## src/rtl/tri_raster_scan.sv

```systemverilog
// Triangle bounding-box raster scanner: walks every point of the vertex bounding box
// row-major, hands each point to an external point-test responder, and reports the inside
// points. Optional screen clipping is enabled by defining RASTER_CLIP_EN.
module tri_raster_scan #(
  parameter int SCR_W = 640,
  parameter int SCR_H = 480
) (
  input  logic        clk,
  input  logic        rst,
  input  logic [10:0] p1x,
  input  logic [10:0] p1y,
  input  logic [10:0] p2x,
  input  logic [10:0] p2y,
  input  logic [10:0] p3x,
  input  logic [10:0] p3y,
  input  logic        start,
  output logic        busy,
  output logic        done,
  output logic        req_valid,
  input  logic        req_ready,
  output logic [10:0] ptx,
  output logic [10:0] pty,
  input  logic        rsp_valid,
  input  logic        rsp_inside,
  output logic        pix_valid,
  output logic [10:0] pix_x,
  output logic [10:0] pix_y,
  output logic [22:0] inside_count
);

  typedef enum logic [2:0] {
    IDLE  = 3'd0,
    BBOX  = 3'd1,
    ISSUE = 3'd2,
    WAIT  = 3'd3,
    DONE  = 3'd4
  } state_t;

`ifdef RASTER_CLIP_EN
  localparam logic [10:0] X_LIM = 11'(SCR_W - 1);
  localparam logic [10:0] Y_LIM = 11'(SCR_H - 1);
`endif

  function automatic logic [10:0] min3(input logic [10:0] a, input logic [10:0] b,
                                       input logic [10:0] c);
    logic [10:0] m;
    m = (a < b) ? a : b;
    return (m < c) ? m : c;
  endfunction

  function automatic logic [10:0] max3(input logic [10:0] a, input logic [10:0] b,
                                       input logic [10:0] c);
    logic [10:0] m;
    m = (a > b) ? a : b;
    return (m > c) ? m : c;
  endfunction

  state_t      state_q, state_d;
  logic [10:0] v1x_q, v1y_q, v2x_q, v2y_q, v3x_q, v3y_q;
  logic [10:0] v1x_d, v1y_d, v2x_d, v2y_d, v3x_d, v3y_d;
  logic [10:0] xmin_q, xmax_q, ymin_q, ymax_q;
  logic [10:0] xmin_d, xmax_d, ymin_d, ymax_d;
  logic [10:0] ptx_q, pty_q, ptx_d, pty_d;
  logic [10:0] pix_x_q, pix_y_q, pix_x_d, pix_y_d;
  logic        pix_valid_q, pix_valid_d;
  logic        busy_q, busy_d, done_q, done_d, req_valid_q, req_valid_d;
  logic [22:0] cnt_q, cnt_d;
  logic [10:0] bx_lo, bx_hi, by_lo, by_hi;
  logic        clip_out;

  always_ff @(posedge clk or posedge rst) begin
    if (rst) begin
      state_q     <= IDLE;
      v1x_q       <= 11'd0;
      v1y_q       <= 11'd0;
      v2x_q       <= 11'd0;
      v2y_q       <= 11'd0;
      v3x_q       <= 11'd0;
      v3y_q       <= 11'd0;
      xmin_q      <= 11'd0;
      xmax_q      <= 11'd0;
      ymin_q      <= 11'd0;
      ymax_q      <= 11'd0;
      ptx_q       <= 11'd0;
      pty_q       <= 11'd0;
      pix_x_q     <= 11'd0;
      pix_y_q     <= 11'd0;
      pix_valid_q <= 1'b0;
      busy_q      <= 1'b0;
      done_q      <= 1'b0;
      req_valid_q <= 1'b0;
      cnt_q       <= 23'd0;
    end else begin
      state_q     <= state_d;
      v1x_q       <= v1x_d;
      v1y_q       <= v1y_d;
      v2x_q       <= v2x_d;
      v2y_q       <= v2y_d;
      v3x_q       <= v3x_d;
      v3y_q       <= v3y_d;
      xmin_q      <= xmin_d;
      xmax_q      <= xmax_d;
      ymin_q      <= ymin_d;
      ymax_q      <= ymax_d;
      ptx_q       <= ptx_d;
      pty_q       <= pty_d;
      pix_x_q     <= pix_x_d;
      pix_y_q     <= pix_y_d;
      pix_valid_q <= pix_valid_d;
      busy_q      <= busy_d;
      done_q      <= done_d;
      req_valid_q <= req_valid_d;
      cnt_q       <= cnt_d;
    end
  end

  always_comb begin
    state_d     = state_q;
    v1x_d       = v1x_q;
    v1y_d       = v1y_q;
    v2x_d       = v2x_q;
    v2y_d       = v2y_q;
    v3x_d       = v3x_q;
    v3y_d       = v3y_q;
    xmin_d      = xmin_q;
    xmax_d      = xmax_q;
    ymin_d      = ymin_q;
    ymax_d      = ymax_q;
    ptx_d       = ptx_q;
    pty_d       = pty_q;
    pix_x_d     = pix_x_q;
    pix_y_d     = pix_y_q;
    pix_valid_d = 1'b0;
    cnt_d       = cnt_q;

    bx_lo = min3(v1x_q, v2x_q, v3x_q);
    bx_hi = max3(v1x_q, v2x_q, v3x_q);
    by_lo = min3(v1y_q, v2y_q, v3y_q);
    by_hi = max3(v1y_q, v2y_q, v3y_q);
`ifdef RASTER_CLIP_EN
    // A box starting off-screen has nothing visible to scan.
    clip_out = (bx_lo > X_LIM) || (by_lo > Y_LIM);
    if (bx_hi > X_LIM) bx_hi = X_LIM;
    else bx_hi = bx_hi;
    if (by_hi > Y_LIM) by_hi = Y_LIM;
    else by_hi = by_hi;
`else
    clip_out = 1'b0;
`endif

    case (state_q)
      IDLE: begin
        if (start) begin
          v1x_d   = p1x;
          v1y_d   = p1y;
          v2x_d   = p2x;
          v2y_d   = p2y;
          v3x_d   = p3x;
          v3y_d   = p3y;
          cnt_d   = 23'd0;
          state_d = BBOX;
        end else begin
          state_d = IDLE;
        end
      end
      BBOX: begin
        xmin_d = bx_lo;
        xmax_d = bx_hi;
        ymin_d = by_lo;
        ymax_d = by_hi;
        ptx_d  = bx_lo;
        pty_d  = by_lo;
        if (clip_out) state_d = DONE;
        else state_d = ISSUE;
      end
      ISSUE: begin
        if (req_ready) state_d = WAIT;
        else state_d = ISSUE;
      end
      WAIT: begin
        if (rsp_valid) begin
          if (rsp_inside) begin
            pix_valid_d = 1'b1;
            pix_x_d     = ptx_q;
            pix_y_d     = pty_q;
            cnt_d       = cnt_q + 23'd1;
          end else begin
            pix_valid_d = 1'b0;
          end
          if (ptx_q == xmax_q) begin
            ptx_d = xmin_q;
            if (pty_q == ymax_q) begin
              state_d = DONE;
            end else begin
              pty_d   = pty_q + 11'd1;
              state_d = ISSUE;
            end
          end else begin
            ptx_d   = ptx_q + 11'd1;
            state_d = ISSUE;
          end
        end else begin
          state_d = WAIT;
        end
      end
      DONE:    state_d = IDLE;
      default: state_d = IDLE;
    endcase

    // Flag outputs are registered copies of the upcoming state.
    busy_d      = (state_d != IDLE);
    done_d      = (state_d == DONE);
    req_valid_d = (state_d == ISSUE);
  end

  assign busy         = busy_q;
  assign done         = done_q;
  assign req_valid    = req_valid_q;
  assign ptx          = ptx_q;
  assign pty          = pty_q;
  assign pix_valid    = pix_valid_q;
  assign pix_x        = pix_x_q;
  assign pix_y        = pix_y_q;
  assign inside_count = cnt_q;

endmodule

```

## config.mk

```make
export PLATFORM = sky130hd
export DESIGN_NAME = tri_raster_scan
export DESIGN_NICKNAME = d
export VERILOG_FILES = /design/src/rtl/tri_raster_scan.sv
export SDC_FILE = /design/constraint.sdc
export NUM_CORES = 1
export LEC_CHECK = 0
export ABC_AREA = 1
export BUFFER_PORTS_ARGS = -buffer_cell sky130_fd_sc_hd__buf_2
export CORE_ASPECT_RATIO = 1.75
export CORE_MARGIN = 2
export CORE_UTILIZATION = 60
export DETAILED_ROUTE_END_ITERATION = 12
export GPL_TIMING_DRIVEN = 0
export PLACE_DENSITY = 0.8
export SLEW_MARGIN = 10
export SYNTH_ARGS = -nofsm -noshare
export SYNTH_HDL_FRONTEND = slang
export SYNTH_SLANG_ARGS = --single-unit
```

## constraint.sdc

```tcl
create_clock -name clk -period 11.2 [get_ports clk]
set_input_delay 2.24 -clock clk [delete_from_list [all_inputs] [get_ports clk]]
set_output_delay 2.24 -clock clk [all_outputs]
set_load 0.03 [all_outputs]
```

==> qor.txt <==
Post-synth ARST share = 100%
htree depth = 4
CTS Buffer Depth = 2
CP top delay family = simple AND/OR/NAND/NOR gates
peak supply drop = 0.000108 V
crit end category = flip-flop
status = completed
grt ovf = 0
Avg Vias per Cell = 5.40
HPWL Detailed = 22,000 um
Max Clock Skew = 0.0122 ns
final wirelength = 28,000 um
Reg2Reg Depth = 17
worst hold stages = 2
PortBufs = 142
via count = 9,488
area delta synth->final = 15.8%
post-synth top area share = 42.3%
synthesized instance count = 1,356
Die W = 103 um
switching share of power = 47.6%
Seq/Total Area, Yosys = 42.3%
WP data required = 11.57 ns
crit path buf inv count = 3
Fin. Hold Viols = 0
vias in the first global route = 9,230
Ys Warns = 0
Initial DRC Count = 510
layout cell share with drive strength beyond 1 = 13.7%
share of total power in the clock network = 19.0%
final net count = 1,657
critical-path cell list = inv_1, ha_1, a21oi_1, o21ai_0, nand2_1, nand3_1, nand2_1, clkbuf_1, o21ai_0, ha_1, nand2_1, nor4_1, or3b_2, nand2_1, clkbuf_1, o21ai_0, nand2_1
largest cells by area after synthesis = dfrtp_1 42%, nand2_1 13%, o21ai_0 8.9%, ha_1 8.2%, inv_1 5.9%
drc violations = 0
initial antenna violation count = 0
pins over their slew limit = 0
max FFs per register = 23
CTS resizes = 0
Max Clock Freq = 253 MHz
critical path class = reg2reg
postcts setup bufs = 0
max cap viols = 0
num rows = 63
post-synthesis xor/xnor area fraction = 2.65%
final setup fails = 0
TritonCTS clock tree = done
main combinational cell family by area after synthesis = simple AND/OR/NAND/NOR gates
IO Count = 143
mux cell area share after synthesis = 0%
minimum clock period = 3.95 ns
Psw = 1.47 mW
worst skew pair latency = 0.44 ns
slowest stage cell on the critical path = or3b_2
post-route ant nets = 0
worst relative slew slack = 54.5%
Die H = 177 um
Worst path max stage delay = 0.46 ns
crit-path max FO = 10
top post-synthesis cells by count = 346 x nand2_1, 181 x o21ai_0, 173 x dfrtp_1, 161 x inv_1, 96 x nor2_1
syn_area_per_cell = 7.55 um^2
number of antenna diodes = 0
CP dominant cell by count = nand2_1
Power, Total = 3.10 mW
Reg power frac = 31.5%
Synth Area in Simple Gates = 23.5%
synthesized area = 10,200 um^2
Synth Register Bits = 173
Compound-Gate Fraction of Synth Area = 14.9%
CTS clk-pin slew, worst paths = 0.08 ns
cts hold-fix bufs = 0
drt wl/cell = 15.9 um
ys flop type = dfrtp_1
Tightest Hold Check Type = reg2reg
startpoint types = flip-flop
cell taking the most area after synthesis = dfrtp_1
WP data arrival = 4.32 ns
leakage power = 6.20 nW
worst slew pin tran = 0.682 ns
Crit path depth = 17
library cells used by synthesis = 40
largest net degree at the start of global routing = 94
root buf cell = clkbuf_16
CTS sink cnt = 173
global-route wire length before repair = 44,700 um
CTS Buf Count = 17
GRT Overall Usage = 31.8%
Post-Route Setup TNS = 0 ns
DIE AREA = 18,200 um^2
RSZ-0062 raised after global routing = false
most common cell in the synthesized netlist = nand2_1
final period utilization = 35.3%
EDFF count, synth = 0
drt first pass iters = 7
P_int = 1.62 mW
Starting Density = 61.0%
Combinational Power Share = 49.5%
Net Count, Synth = 1,495
adder-cell share of the synthesized area = 8.19%
PD cells = 262 nW/um^2
Core Box Area = 16,800 um^2
RePlAce Congestion = 0.910
-- through the flow --
| step | utilization [%] | hold slack (ns) | worst slack [ns] | cell area [um^2] | std cells |
|---|---|---|---|---|---|
| 4_1_cts | 70.6 | 0.482 | 7.27 | 11800 | 1758 |
| 5_1_grt | 70.6 | 0.508 | 6.91 | 11800 | 1758 |
| 2_1_floorplan | - | 0.444 | 4.27 | 10200 | 1356 |
| 6_report | 70.6 | 0.481 | 7.25 | 11800 | 1758 |
| 3_3_place_gp | 66.9 | 0.456 | 2.47 | 11200 | 1725 |
| 3_5_place_dp | 67.1 | 0.463 | 6.98 | 11300 | 1726 |
-- layout make-up --
type,instances,area [um^2]
Buffer,58,244
Clock buffer,18,439
Clock inverter,14,146
Fill cell,1457,4940
Inverter,165,627
Multi-Input combinational cell,960,5040
Sequential cell,173,4330
Tap cell,227,284
Timing Repair Buffer,143,738
-- layer usage --
layer  vias to the layer above  global-route usage [%]  part of all wire [%]  wire length, um
met4                         0                    15.4                   4.3             1210
met1                      4367                    36.1                    39            10900
met3                        80                    4.50                   4.0             1110
li1                       4760                       -                     -                -
met5                         -                       0                     0                0
met2                       281                    57.2                    53            14800
-- path summary, 6_finish.rpt --
| kind | to | slack, ns | start |
|---|---|---|---|
| setup / recovery | xmax_q[7] | 7.25 | v2x_q[2] |
| max in group asynchronous | v3y_q[0] | 8.50 | rst |
| min in group asynchronous | pix_x[0] | 1.84 | rst |
| hold / removal | xmin_q[2] | 0.48 | xmin_q[2] |
| hold reg to reg | xmin_q[2] | 0.48 | xmin_q[2] |
| setup reg to reg | xmax_q[7] | 7.25 | v2x_q[2] |
-- cell families after synthesis --
| logic type | after synthesis |
|---|---|
| buffers and inverters | 223 |
| flip-flops | 173 |
| adder cells (fa/ha/maj) | 67 |
| AO/OA/AOI/OAI | 288 |
| XOR/XNOR | 31 |
| AND/OR/NAND/NOR | 574 |
-- power by group through the flow --
| stage | combinational (mW) | clock [mW] | sequential [mW] |
|---|---|---|---|
| final | 1.53 | 0.588 | 0.977 |
| after global routing | 1.73 | 0.619 | 1.00 |
| after CTS | 1.52 | 0.591 | 0.974 |
| after detailed placement | 1.51 | 0 | 0.985 |
| after global placement | 1.46 | 0 | 0.977 |
| after floorplan | 0.937 | 0 | 1.12 |
-- placed cells by master, fill, tap and decap left out, types with 15 or more instances in the layout --
master	synthesis	layout
a21oi_1	82	82
buf_2	20	162
clkbuf_1	33	33
clkbuf_16	0	17
dfrtp_1	173	173
ha_1	67	67
inv_1	161	160
nand2_1	346	346
nand3_1	80	80
nand4_1	15	15
nor2_1	96	96
nor3_1	23	23
o21ai_0	181	181
xor2_1	25	25
-- tightest hold or removal path, cell delays in order (launching register included) --
cell and delay [ns]:
dfrtp_1 0.35, nand2_1 0.05, nand2_1 0.05
Note: power is estimated with default switching activity, not from simulation.
